$ cat src/rtl/vga_agc_ctrl_if.sv
// Sample-stream and gain-code bundle for the receive-chain AGC.
// master drives samples/thresholds, slave returns the VGA gain code.
interface vga_agc_ctrl_if #(
    parameter int ADC_W = 8
);
    logic             enable;
    logic [ADC_W-1:0] sample;
    logic             sample_valid;
    logic [ADC_W-1:0] thr_hi;
    logic [ADC_W-1:0] thr_lo;
    logic [3:0]       vga_code;
    logic             code_upd;
    logic             locked;

    modport master (
        output enable, sample, sample_valid, thr_hi, thr_lo,
        input  vga_code, code_upd, locked
    );

    modport slave (
        input  enable, sample, sample_valid, thr_hi, thr_lo,
        output vga_code, code_upd, locked
    );
endinterface

$ cat src/rtl/vga_agc_ctrl.sv
// Closed-loop VGA gain controller: peak-per-window, +/-1 steps, settle, lock.
// Define AGC_COARSE_EN to add +/-4 coarse steps on clipping or deep underrange.
module vga_agc_ctrl #(
    parameter int ADC_W     = 8,
    parameter int WIN_LOG2  = 5,
    parameter int SETTLE    = 16,
    parameter int INIT_CODE = 8,
    parameter int LOCK_CNT  = 4
) (
    input logic         clock,
    input logic         reset_n,
    vga_agc_ctrl_if.slave bus
);
    localparam int ST_W = $clog2(SETTLE + 1);
    localparam int LK_W = $clog2(LOCK_CNT + 1);

    typedef enum logic [1:0] {
        ST_IDLE,
        ST_MEAS,
        ST_DEC,
        ST_SET
    } state_t;

    state_t             state, state_n;
    logic [ADC_W-1:0]   peak, peak_n;
    logic [WIN_LOG2-1:0] win_cnt, win_cnt_n;
    logic [ST_W-1:0]    set_cnt, set_cnt_n;
    logic [LK_W-1:0]    lock_cnt, lock_cnt_n;
    logic [3:0]         code, code_n;
    logic               upd, upd_n;
    logic               lock_q, lock_n;
    logic               peak_hi, peak_lo;
    logic               coarse_dn, coarse_up;

    assign peak_hi = peak > bus.thr_hi;
    assign peak_lo = peak < bus.thr_lo;

`ifdef AGC_COARSE_EN
    assign coarse_dn = (&peak) && (code >= 4'd4);
    assign coarse_up = (peak < (bus.thr_lo >> 2)) && (code <= 4'd11);
`else
    assign coarse_dn = 1'b0;
    assign coarse_up = 1'b0;
`endif

    always_comb begin
        state_n    = state;
        peak_n     = peak;
        win_cnt_n  = win_cnt;
        set_cnt_n  = set_cnt;
        lock_cnt_n = lock_cnt;
        code_n     = code;
        upd_n      = 1'b0;
        if (!bus.enable) begin
            // code is held across disable; everything else restarts
            state_n    = ST_IDLE;
            peak_n     = '0;
            win_cnt_n  = '0;
            set_cnt_n  = '0;
            lock_cnt_n = '0;
        end else begin
            unique case (state)
                ST_IDLE: begin
                    state_n   = ST_MEAS;
                    peak_n    = '0;
                    win_cnt_n = '0;
                end
                ST_MEAS: begin
                    if (bus.sample_valid) begin
                        if (bus.sample > peak)
                            peak_n = bus.sample;
                        win_cnt_n = win_cnt + 1'b1;
                        if (&win_cnt)
                            state_n = ST_DEC;
                    end
                end
                ST_DEC: begin
                    state_n   = ST_MEAS;
                    peak_n    = '0;
                    win_cnt_n = '0;
                    set_cnt_n = '0;
                    if (coarse_dn)
                        code_n = code - 4'd4;
                    else if (coarse_up)
                        code_n = code + 4'd4;
                    else if (peak_hi) begin
                        if (code != 4'd0)
                            code_n = code - 4'd1;
                        else
                            lock_cnt_n = '0;
                    end else if (peak_lo) begin
                        if (code != 4'd15)
                            code_n = code + 4'd1;
                        else
                            lock_cnt_n = '0;
                    end else if (lock_cnt != LK_W'(LOCK_CNT))
                        lock_cnt_n = lock_cnt + 1'b1;
                    if (code_n != code) begin
                        state_n    = ST_SET;
                        lock_cnt_n = '0;
                        upd_n      = 1'b1;
                    end
                end
                ST_SET: begin
                    if (set_cnt == ST_W'(SETTLE - 1)) begin
                        state_n   = ST_MEAS;
                        peak_n    = '0;
                        win_cnt_n = '0;
                    end else
                        set_cnt_n = set_cnt + 1'b1;
                end
                default: state_n = ST_IDLE;
            endcase
        end
        lock_n = (lock_cnt_n == LK_W'(LOCK_CNT));
    end

    always_ff @(posedge clock or negedge reset_n) begin
        if (!reset_n) begin
            state    <= ST_IDLE;
            peak     <= '0;
            win_cnt  <= '0;
            set_cnt  <= '0;
            lock_cnt <= '0;
            code     <= 4'(INIT_CODE);
            upd      <= 1'b0;
            lock_q   <= 1'b0;
        end else begin
            state    <= state_n;
            peak     <= peak_n;
            win_cnt  <= win_cnt_n;
            set_cnt  <= set_cnt_n;
            lock_cnt <= lock_cnt_n;
            code     <= code_n;
            upd      <= upd_n;
            lock_q   <= lock_n;
        end
    end

    assign bus.vga_code = code;
    assign bus.code_upd = upd;
    assign bus.locked   = lock_q;
endmodule

$ cat src/flat_wrapper.sv
// flat-port wrapper written by rule: the top's interface ports become plain ports
module vga_agc_ctrl_flat 
#(
    parameter int ADC_W     = 8,
    parameter int WIN_LOG2  = 5,
    parameter int SETTLE    = 16,
    parameter int INIT_CODE = 8,
    parameter int LOCK_CNT  = 4
)
  (clock, reset_n, bus_enable, bus_sample, bus_sample_valid, bus_thr_hi, bus_thr_lo, bus_vga_code, bus_code_upd, bus_locked);
  vga_agc_ctrl_if #(.ADC_W(ADC_W)) bus_i ();
  input logic clock;
  input logic reset_n;
  input wire logic [$bits(bus_i.enable)-1:0] bus_enable;
  input wire logic [$bits(bus_i.sample)-1:0] bus_sample;
  input wire logic [$bits(bus_i.sample_valid)-1:0] bus_sample_valid;
  input wire logic [$bits(bus_i.thr_hi)-1:0] bus_thr_hi;
  input wire logic [$bits(bus_i.thr_lo)-1:0] bus_thr_lo;
  output wire logic [$bits(bus_i.vga_code)-1:0] bus_vga_code;
  output wire logic [$bits(bus_i.code_upd)-1:0] bus_code_upd;
  output wire logic [$bits(bus_i.locked)-1:0] bus_locked;
  assign bus_i.enable = bus_enable;
  assign bus_i.sample = bus_sample;
  assign bus_i.sample_valid = bus_sample_valid;
  assign bus_i.thr_hi = bus_thr_hi;
  assign bus_i.thr_lo = bus_thr_lo;
  assign bus_vga_code = bus_i.vga_code;
  assign bus_code_upd = bus_i.code_upd;
  assign bus_locked = bus_i.locked;
  vga_agc_ctrl #(.ADC_W(ADC_W), .WIN_LOG2(WIN_LOG2), .SETTLE(SETTLE), .INIT_CODE(INIT_CODE), .LOCK_CNT(LOCK_CNT)) u_core (.clock(clock), .reset_n(reset_n), .bus(bus_i));
endmodule
$ cat config.mk
export PLATFORM = sky130hd
export DESIGN_NAME = vga_agc_ctrl_flat
export DESIGN_NICKNAME = d
export VERILOG_FILES = /design/src/rtl/vga_agc_ctrl_if.sv /design/src/rtl/vga_agc_ctrl.sv /design/src/flat_wrapper.sv
export SDC_FILE = /design/constraint.sdc
export NUM_CORES = 1
export LEC_CHECK = 0
export CAP_MARGIN = 20
export CORE_ASPECT_RATIO = 1.25
export CORE_MARGIN = 3
export CORE_UTILIZATION = 55
export CTS_CLUSTER_SIZE = 10
export DETAILED_ROUTE_END_ITERATION = 7
export GPL_ROUTABILITY_DRIVEN = 0
export PLACE_DENSITY = 0.85
export SETUP_SLACK_MARGIN = 0.2
export SLEW_MARGIN = 20
export SYNTH_ARGS = -nofsm -noshare
export SYNTH_HDL_FRONTEND = slang
export SYNTH_SLANG_ARGS = --single-unit
$ cat constraint.sdc
create_clock -name clock -period 2.7 [get_ports clock]
set_input_delay 0.54 -clock clock [delete_from_list [all_inputs] [get_ports clock]]
set_output_delay 0.54 -clock clock [all_outputs]
set_load 0.005 [all_outputs]
* After elaboration in Yosys (flattened, before gate mapping)
Cells that the tools add are included.
** Cells by class
- Add/subtract/negate cells :: 5
- Equality and inequality tests :: 14
- Multiplexer cells :: 35
- Reductions and logical operators :: 9
- Magnitude comparators :: 3
** Operators by type and width (number)
- $mux 8 :: 4
- $mux 5 :: 5
- $mux 3 :: 8
- $mux 4 :: 6
- $pmux 8 s3 :: 1
- $gt 8x8->1 :: 2
- $pmux 5 s3 :: 1
- $add 5x1->5 const B :: 2
- $mux 2 :: 5
- $pmux 5 s2 :: 1
- $ne 3x2->1 const B :: 3
- $ne 3x3->1 const B :: 3
- $lt 8x8->1 :: 1
- $pmux 2 s4 :: 1
- $reduce_and 2->1 :: 3
- $reduce_and 3->1 :: 2
- $eq 5x4->1 const B :: 1
- $reduce_and 5->1 :: 1
- $add 4x1->4 const B :: 1
- $eq 2x2->1 const B :: 2
- $ne 4x4->1 :: 1
- $ne 4x4->1 const B :: 1
- $reduce_bool 4->1 :: 1
- $sub 4x1->4 const B :: 1
- 7 further kinds :: 9
** Storage, ports and cells
- Output and inout port bits :: 6
- Register bits :: 29

* Depth between registers and ports, before layout
Gate-level depths: netlist (run 1).
- Depth in word-level cells :: 11
- Gate-level depth with buffers :: 9
- Gate-level depth less buffers :: 9

* Worst setup path after synthesis (run 1)
No wires, ideal clock.
- Path kind :: input to register
- Start point :: in bus_thr_hi[1]
- End point :: reg u_core.code[3], in the netlist u_core.bus.vga_code[3]
- Stages :: 9
- Setup slack :: 0.428 ns
- Library setup time :: 0.080 ns
- Arrival :: 2.192 ns
- Path buffers :: 1
- Required time :: 2.620 ns
- Path through :: inv_1 ha_1 nor2b_1 o21ai_0 nor4bb_1 buf_4 nor2_4 or3_1 a32o_1
** Between the ends
- Longest elaborated chain between the ends :: 4
** RTL lines
- start, declared :: line flat_wrapper.sv:17 : input wire logic [$bits(bus_i.thr_hi)-1:0] bus_thr_hi;
- $gt 8x8->1 :: line vga_agc_ctrl.sv:35 : assign peak_hi = peak > bus.thr_hi;
- $mux 4 :: line vga_agc_ctrl.sv:86 : else if (peak_hi) begin
- $mux 4 :: line vga_agc_ctrl.sv:62 : unique case (state)
- $mux 4 :: line vga_agc_ctrl.sv:54 : if (!bus.enable) begin
- end signal, assigned :: line vga_agc_ctrl.sv:125 : code <= 4'(INIT_CODE);
- end signal, assigned :: line vga_agc_ctrl.sv:134 : code <= code_n;
- end, declared :: line vga_agc_ctrl.sv:29 : logic [3:0] code, code_n;
No other way between the ends. The select of a mux whose other input is x is not followed.
A chain may end at the register's enable or synchronous reset.

* Worst setup path in the final report (run 1)
- Start point :: in bus_thr_lo[5]
- End point :: reg u_core.code[1], in the netlist u_core.bus.vga_code[1]
** Between the ends
- Longest elaborated chain between the ends :: 5
** RTL lines
- start, declared :: line flat_wrapper.sv:18 : input wire logic [$bits(bus_i.thr_lo)-1:0] bus_thr_lo;
- $lt 8x8->1 :: line vga_agc_ctrl.sv:36 : assign peak_lo = peak < bus.thr_lo;
- $mux 4 :: line vga_agc_ctrl.sv:91 : end else if (peak_lo) begin
- $mux 4 :: line vga_agc_ctrl.sv:86
- $mux 4 :: line vga_agc_ctrl.sv:62
- $mux 4 :: line vga_agc_ctrl.sv:54
No other way between the ends. The select of a mux whose other input is x is not followed.

==> flow_metrics.py, run 1 <==
metrics = {
    "status": {
        "status": "completed",
    },
    "power_and_ir_drop": {
        "seq_power_share_pct": 33.4,
        "p_leak_nw": 1.49,
        "p_comb_share_pct": 37.5,
        "irDropWorstVdd_mv": 0.393,
        "p_switching_uw": 542,
        "p_int_mw": 1.10,
        "switching_share_pct": 33.0,
        "p_per_area_mw_per_mm2": 508,
        "p_clk_share_pct": 29.1,
    },
    "grt": {
        "grt_first_pass_wirelength_mm": 9.73,
        "antenna_found_initial": 0,
        "grt_pass1_vias": 2241,
        "grt_max_degree": 30,
        "track_usage_pct": 24.7,
        "grt_overflow_total": 0,
    },
    "timing": {
        "post-route-min-period_ns": 2.53,
        "finalMaxSlewViolations": 0,
        "finalHoldViolCount": 0,
        "max_freq_ghz": 0.396,
        "max_slew_margin_pct": 70.7,
        "clock_skew_ns": 0.00932,
        "tns_ns": 0,
        "rsz0062_at_grt": "true",
        "finalSetupViolCount": 0,
        "finalCritPeriodShare_pct": 93.6,
        "worstMarginPinSlew_ns": 0.438,
    },
    "finish": {
        "final_util_pct": 78.3,
        "area_delta_synth_final_pct": 35.5,
        "fillCellCount": 268,
        "num_antenna_cells": 0,
        "drive_above_1_share_pct": 22.6,
        "final_nets": 376,
    },
    "synthesis": {
        "synth_common_cells": "35 x ha_1, 32 x inv_1, 28 x dfrtp_1, 17 x nand2_1, 15 x nand3_1",
        "ys_ff_latch": 29,
        "synth_xor_area_share_pct": 1.47,
        "synthArstFlopShare_pct": 100,
        "synth_most_common_cell": "ha_1",
        "syn_area_mm2": 0.00239,
        "synth-simple-area-share_pct": 18.6,
        "synth_top_family_by_area": "compound AO/OA/AOI/OAI gates",
        "yosys-mux-area-fraction_pct": 5.09,
        "netlist.area_leader.share_pct": 29.4,
        "synth_adder_area_share_pct": 18.4,
        "ys_top_cells_by_area": "dfrtp_1 29%, ha_1 18%, inv_1 5.0%, mux2i_1 4.6%, nand3_1 3.1%",
        "synth-main-ff-cell": "dfrtp_1",
        "synth-seq-area-share_pct": 30.5,
        "syn_nets": 322,
        "synth_edf_count": 0,
        "synth_cell_type_count": 55,
        "synth-compound-area-share_pct": 19.1,
        "synth_top_area_cell": "dfrtp_1",
        "synth_area_per_cell_um2": 9.21,
        "ys.warnings.count": 0,
        "synth_cells": 259,
    },
    "die": {
        "die_area_mm2": 0.00517,
        "core-area_mm2": 0.00413,
        "core.rowCount": 26,
        "pin_count": 34,
        "die_x_um": 64.9,
        "initial_core_util_pct": 57.8,
        "die_y_um": 79.6,
    },
    "worst_setup_path": {
        "criticalPathCategory": "in2reg",
        "r2r-start": "u_core.set_cnt[0]$_DFFE_PN0P_",
        "critPathCaptureType": "register",
        "reg2reg_slack_ns": 0.35,
        "arrival_ns": 2.69,
        "crit_path_max_fanout": 3,
        "cp.required_ns": 2.86,
        "r2r_end": "u_core.peak[4]$_DFFE_PN0P_",
        "ff2ff_path_depth": 10,
        "worst_setup_path_start_kind": "primary input",
    },
    "detailed_routing": {
        "vias": 2232,
        "wl_met1_mm": 2.49,
        "drc": 0,
        "wl_met2_mm": 3.56,
        "drt_wl_total_mm": 6.58,
        "ant_nets": 0,
        "via_per_inst": 6.03,
        "post_drt_wl_per_cell_um": 17.8,
        "drtIter0Drc": 204,
        "met3_length_um": 281,
        "routed.top_layer": "met4",
        "drt_pass1_iterations": 4,
    },
    "hold_path": {
        "hold-path-endpoint": "u_core.win_cnt[4]$_DFFE_PN0P_",
        "worstHoldPathCells": 2,
        "hold_start": "u_core.win_cnt[4]$_DFFE_PN0P_",
        "hp-class": "reg2reg",
    },
    "cts": {
        "cts_made_buffers": 5,
        "clkTransAtPathRegs_ns": 0.07,
        "htree_levels": 2,
        "clk_latency_ns": 0.29,
        "clk_path_buf_depth": 2,
        "cts_sinks": 29,
        "cts-root-buf": "clkbuf_8",
        "tritoncts": "built",
    },
    "place": {
        "dp_hpwl_mm": 3.94,
        "portBuffers": 33,
    },
    "run": {
        "drv_cap": 0,
    },
}
flip-flops by register name (all words and copies together), names as in the netlist:
register             count
u_core.win_cnt           5
u_core.bus.vga_code      4
u_core.peak              8
u_core.bus.code_upd      1
u_core.state             2
u_core.lock_cnt          3
u_core.set_cnt           5
u_core.bus.locked        1
stage by stage:
stage	worst slack [ns]	hold WS [ns]	std cells	power, mW	instance area, µm²
6_report	0.172	0.491	370	1.64	3230
5_1_grt	0.0992	0.534	370	1.72	3230
4_1_cts	0.203	0.496	364	1.55	3040
3_5_place_dp	-0.252	0.483	353	1.04	2830
3_3_place_gp	-0.149	0.468	353	1.03	2830
2_1_floorplan	0.428	0.244	259	0.852	2390
metal layers:
metal	track usage, %	vias to the layer above
met4	12.5	0
met5	0	-
li1	-	1047
met1	26.1	1076
met2	45.4	86
met3	5.21	23
layout by cell type (no fill, tap or decap), drive strengths merged, types with 2 or more instances in the layout:
| cell type | instances |
|---|---|
| a211oi | 8 |
| a21o | 4 |
| a21oi | 5 |
| a22oi | 4 |
| a31oi | 2 |
| and2 | 4 |
| and3 | 4 |
| buf | 20 |
| clkbuf | 7 |
| clkdlybuf4s50 | 28 |
| dfrtp | 28 |
| dlymetal6s2s | 4 |
| ha | 35 |
| inv | 32 |
| mux2i | 11 |
| nand2 | 17 |
| nand2b | 2 |
| nand3 | 15 |
| nand4 | 3 |
| nand4b | 2 |
| nor2 | 16 |
| nor2b | 6 |
| nor3 | 5 |
| nor4b | 2 |
| o211ai | 5 |
| o21a | 2 |
| o21ai | 15 |
| xnor2 | 4 |
timing repair:
item,in CTS,in global routing
setup endpoints to repair,7,15
resized for setup,14,30
endpoints found under the hold margin,0,0
pin swaps,11,21
buffers inserted,3,6
hold buffers,0,0
final cells by class:
cell class                      count  area, µm²  share of cell area [%]
Timing Repair Buffer               53        502                    15.5
Inverter                           33        124                    3.83
Multi-Input combinational cell    191       1690                    52.4
Clock inverter                      1       30.0                   0.929
Tap cell                           56       70.1                    2.17
Clock buffer                        7       86.3                    2.67
Sequential cell                    29        727                    22.5
power groups by stage:
stage                     Sequential, mW  Combinational [mW]  Clock, mW
after floorplan                    0.539               0.312          0
after global placement             0.547               0.479          0
after detailed placement           0.550               0.495          0
after CTS                          0.543               0.527      0.479
after global routing               0.558               0.666      0.496
final                              0.548               0.616      0.479
logic make-up after synthesis:
family / after synthesis
simple gates: 82
compound gates: 58
buf+inv: 39
fa+ha+maj: 35
flops: 29
mux: 12
xor+xnor: 4
worst max-delay path, stage by stage:
cell and delay, ns:
clkdlybuf4s50_1 0.46, inv_1 0.05, ha_1 0.32, a211oi_2 0.21, nor2_2 0.10, a211oi_4 0.31, o211ai_1 0.26, a221oi_2 0.31
o22ai_1 0.12
worst max-delay path by stage:
stage	end	cells past startpoint	startpoint	slack, ns
after floorplan	u_core.bus.vga_code[3]$_DFFE_PN1P_	9	bus_thr_hi[1]	0.43
after global placement	u_core.bus.locked$_DFF_PN0_	9	bus_thr_lo[2]	-0.15
after detailed placement	u_core.state[1]$_DFFE_PN0P_	10	bus_thr_hi[1]	-0.25
after CTS	u_core.bus.locked$_DFF_PN0_	11	bus_thr_hi[1]	0.20
after global routing	u_core.bus.vga_code[1]$_DFFE_PN0P_	9	bus_thr_lo[5]	0.1
final	u_core.bus.vga_code[1]$_DFFE_PN0P_	9	bus_thr_lo[5]	0.17
Power figures use the tool's default switching activity.
==> run 2, diff against run 1 <==
- CAP_MARGIN: 20 -> default
- GPL_TIMING_DRIVEN: default -> 0
- TNS_END_PERCENT: default -> 5
==> run 2 against run 1 <==
Effect of this change: utilization shrank 0.18 points; worst setup slack lost 0.030 ns; highest routed layer unchanged; clock power grew 15%; final cell count down 0.54%; hold slack lost 0.21 ns; via count down 0.58%; cell area decreased by 0.23%; global-route usage down 0.97 points; critical path depth is 1 higher; count of clock-buffer cells in the layout decreased by 2; sequential power about the same.
==> flow_metrics.py, run 2 (synthesis gave the netlist of run 1 again) <==
metrics = {
    "status": {
        "status": "completed",
    },
    "power_and_ir_drop": {
        "p_per_area_mw_per_mm2": 528,
        "p_switching_uw": 547,
        "switching_share_pct": 32.1,
        "p_clk_share_pct": 32.5,
        "p_int_mw": 1.16,
        "irDropWorstVdd_mv": 0.464,
        "p_leak_nw": 1.52,
        "p_comb_share_pct": 35.4,
        "seq_power_share_pct": 32.2,
    },
    "die": {
        "die_x_um": 64.9,
        "die_area_mm2": 0.00517,
        "pin_count": 34,
        "core.rowCount": 26,
        "core-area_mm2": 0.00413,
        "die_y_um": 79.6,
        "initial_core_util_pct": 57.8,
    },
    "grt": {
        "antenna_found_initial": 0,
        "track_usage_pct": 23.7,
        "grt_pass1_vias": 2168,
        "grt_max_degree": 30,
        "grt_first_pass_wirelength_mm": 9.49,
        "grt_overflow_total": 0,
    },
    "finish": {
        "final_util_pct": 78.1,
        "fillCellCount": 259,
        "num_antenna_cells": 0,
        "area_delta_synth_final_pct": 35.2,
        "top_regs": "u_core.peak x8, u_core.set_cnt x5, u_core.win_cnt x5",
        "regMostFlops": "u_core.peak",
        "final_nets": 374,
        "mostFrequentLayoutCells": "27 x inv_1, 27 x dfrtp_1, 25 x ha_1",
        "largest_reg_flops": 8,
        "drive_above_1_share_pct": 21.8,
        "final_cells": 368,
    },
    "cts": {
        "cts_hold_buffers": 0,
        "clk_latency_ns": 0.29,
        "cts-root-buf": "clkbuf_8",
        "clkTransAtPathRegs_ns": 0.07,
        "clk_path_buf_depth": 2,
        "htree_levels": 2,
        "cts_made_buffers": 5,
        "cts_sinks": 29,
        "tritoncts": "built",
    },
    "worst_setup_path": {
        "critPathCaptureType": "register",
        "crit_path_max_incr_delay_ns": 0.45,
        "cp.required_ns": 2.86,
        "arrival_ns": 2.71,
        "path_common_cell": "a211oi_4",
        "cp_top_family": "compound AO/OA/AOI/OAI gates",
        "cpMaxStageDelayCell": "clkdlybuf4s50_1",
        "criticalPathCategory": "in2reg",
        "critPathBufInv": 3,
        "path_cells": "clkdlybuf4s50_1, inv_1, ha_4, a211oi_4, nor2_2, a211oi_4, buf_6, o211ai_1, a221oi_2, o22ai_1",
        "crit_path_max_fanout": 3,
        "worst_setup_path_start_kind": "primary input",
    },
    "timing": {
        "finalSetupViolCount": 0,
        "hold_slack_ns": 0.282,
        "finalHoldViolCount": 0,
        "rsz0062_at_grt": "true",
        "max_slew_margin_pct": 54.7,
        "post-route-min-period_ns": 2.56,
        "max_freq_ghz": 0.391,
        "worst_slack_ns": 0.142,
        "worstMarginPinSlew_ns": 0.680,
        "clock_skew_ns": 0.00648,
        "finalCritPeriodShare_pct": 94.7,
        "finalMaxSlewViolations": 0,
    },
    "place": {
        "dpl.cell_count": 347,
        "dp_hpwl_mm": 3.95,
        "preCtsSetupSlack_ns": -0.243,
        "portBuffers": 32,
    },
    "detailed_routing": {
        "ant_nets": 0,
        "drt_pass1_iterations": 4,
        "via_per_inst": 6.03,
        "drt_wl_total_mm": 6.50,
        "drtIter0Drc": 129,
        "post_drt_wl_per_cell_um": 17.7,
        "drc": 0,
        "vias": 2219,
    },
    "hold_path": {
        "hp-class": "in2async",
    },
    "run": {
        "drv_cap": 0,
    },
}
==> run 2: cell count changes in the layout (fill, tap and decap cells not counted), moves of 2 or more <==
cell | before | now
a21oi_2 | 2 | 0
buf_6 | 0 | 4
clkbuf_1 | 1 | 3
o21ai_2 | 3 | 1
a21oi_1 | 3 | 5
clkdlybuf4s50_1 | 28 | 21
dlymetal6s2s_1 | 4 | 9
buf_4 | 19 | 12
==> run 2: metal layers <==
layer	routed length, µm	GRT usage (%)	vias to the layer above
met5	0	0	-
met3	254	4.79	30
met2	3330	42.7	78
met4	381	11.2	0
li1	-	-	1037
met1	2530	26.4	1074
==> run 2: worst paths after layout <==
check                                                   start                                  to  slack [ns]  cells past startpoint
worst max-delay path                            bus_thr_lo[5]  u_core.bus.vga_code[1]$_DFFE_PN0P_        0.14                     10
worst max register to register     u_core.peak[5]$_DFFE_PN0P_  u_core.bus.vga_code[1]$_DFFE_PN0P_        0.20                      9
worst min-delay path                                  reset_n       u_core.set_cnt[1]$_DFFE_PN0P_        0.28                      1
worst min register to register  u_core.win_cnt[4]$_DFFE_PN0P_       u_core.win_cnt[4]$_DFFE_PN0P_        0.49                      2
min in group clock              u_core.win_cnt[4]$_DFFE_PN0P_       u_core.win_cnt[4]$_DFFE_PN0P_        0.49                      2
max in group asynchronous                             reset_n          u_core.peak[5]$_DFFE_PN0P_        1.93                      1
==> run 2: final cells by class <==
class / count / area, µm² / share of cell area [%]
Buffer: 6 / 41.3 / 1.28
Tap cell: 56 / 70.1 / 2.17
Multi-Input combinational cell: 191 / 1690 / 52.2
Inverter: 33 / 124 / 3.84
Timing Repair Buffer: 45 / 443 / 13.7
Clock inverter: 3 / 65.1 / 2.02
Clock buffer: 5 / 68.8 / 2.13
Sequential cell: 29 / 728 / 22.6
==> run 2: metrics by stage <==
step | area, µm² | total power [mW] | TNS, ns
after CTS | 3040 | 1.61 | 0
final | 3230 | 1.70 | 0
after detailed placement | 2770 | 1.02 | -1.16
after global routing | 3230 | 1.79 | 0
after floorplan | 2390 | 0.852 | 0
after global placement | 2780 | 1.01 | -0.950
==> run 2: worst register-to-register path, stage by stage, from the launching register on <==
cell and delay (ns):
dfrtp_2 0.46, ha_4 0.27, a211oi_4 0.25, nor2_4 0.09
nor4bb_2 0.30, buf_4 0.21, buf_6 0.10, o211ai_1 0.15
a221oi_2 0.38, o22ai_1 0.15
==> run 2: power groups by stage <==
stage | Sequential, mW | Combinational, mW | Clock (mW)
detailed placement | 0.549 | 0.476 | 0
floorplan | 0.539 | 0.312 | 0
global route | 0.554 | 0.656 | 0.574
global placement | 0.545 | 0.463 | 0
finish | 0.548 | 0.603 | 0.553
CTS | 0.542 | 0.517 | 0.556
==> run 2: what timing repair did <==
action / 4_1_cts / 5_1_grt
buffers inserted: 10 / 3
pin swaps: 13 / 18
setup endpoints to repair: 6 / 12
resized for setup: 13 / 38
hold endpoints to repair: 0 / 0
cloned: 0 / 0
==> run 3, diff against run 2 <==
- HOLD_SLACK_MARGIN: default -> 0.02
==> results of run 3 <==
The final DEF is identical to that of run 2; final timing and power are the same.
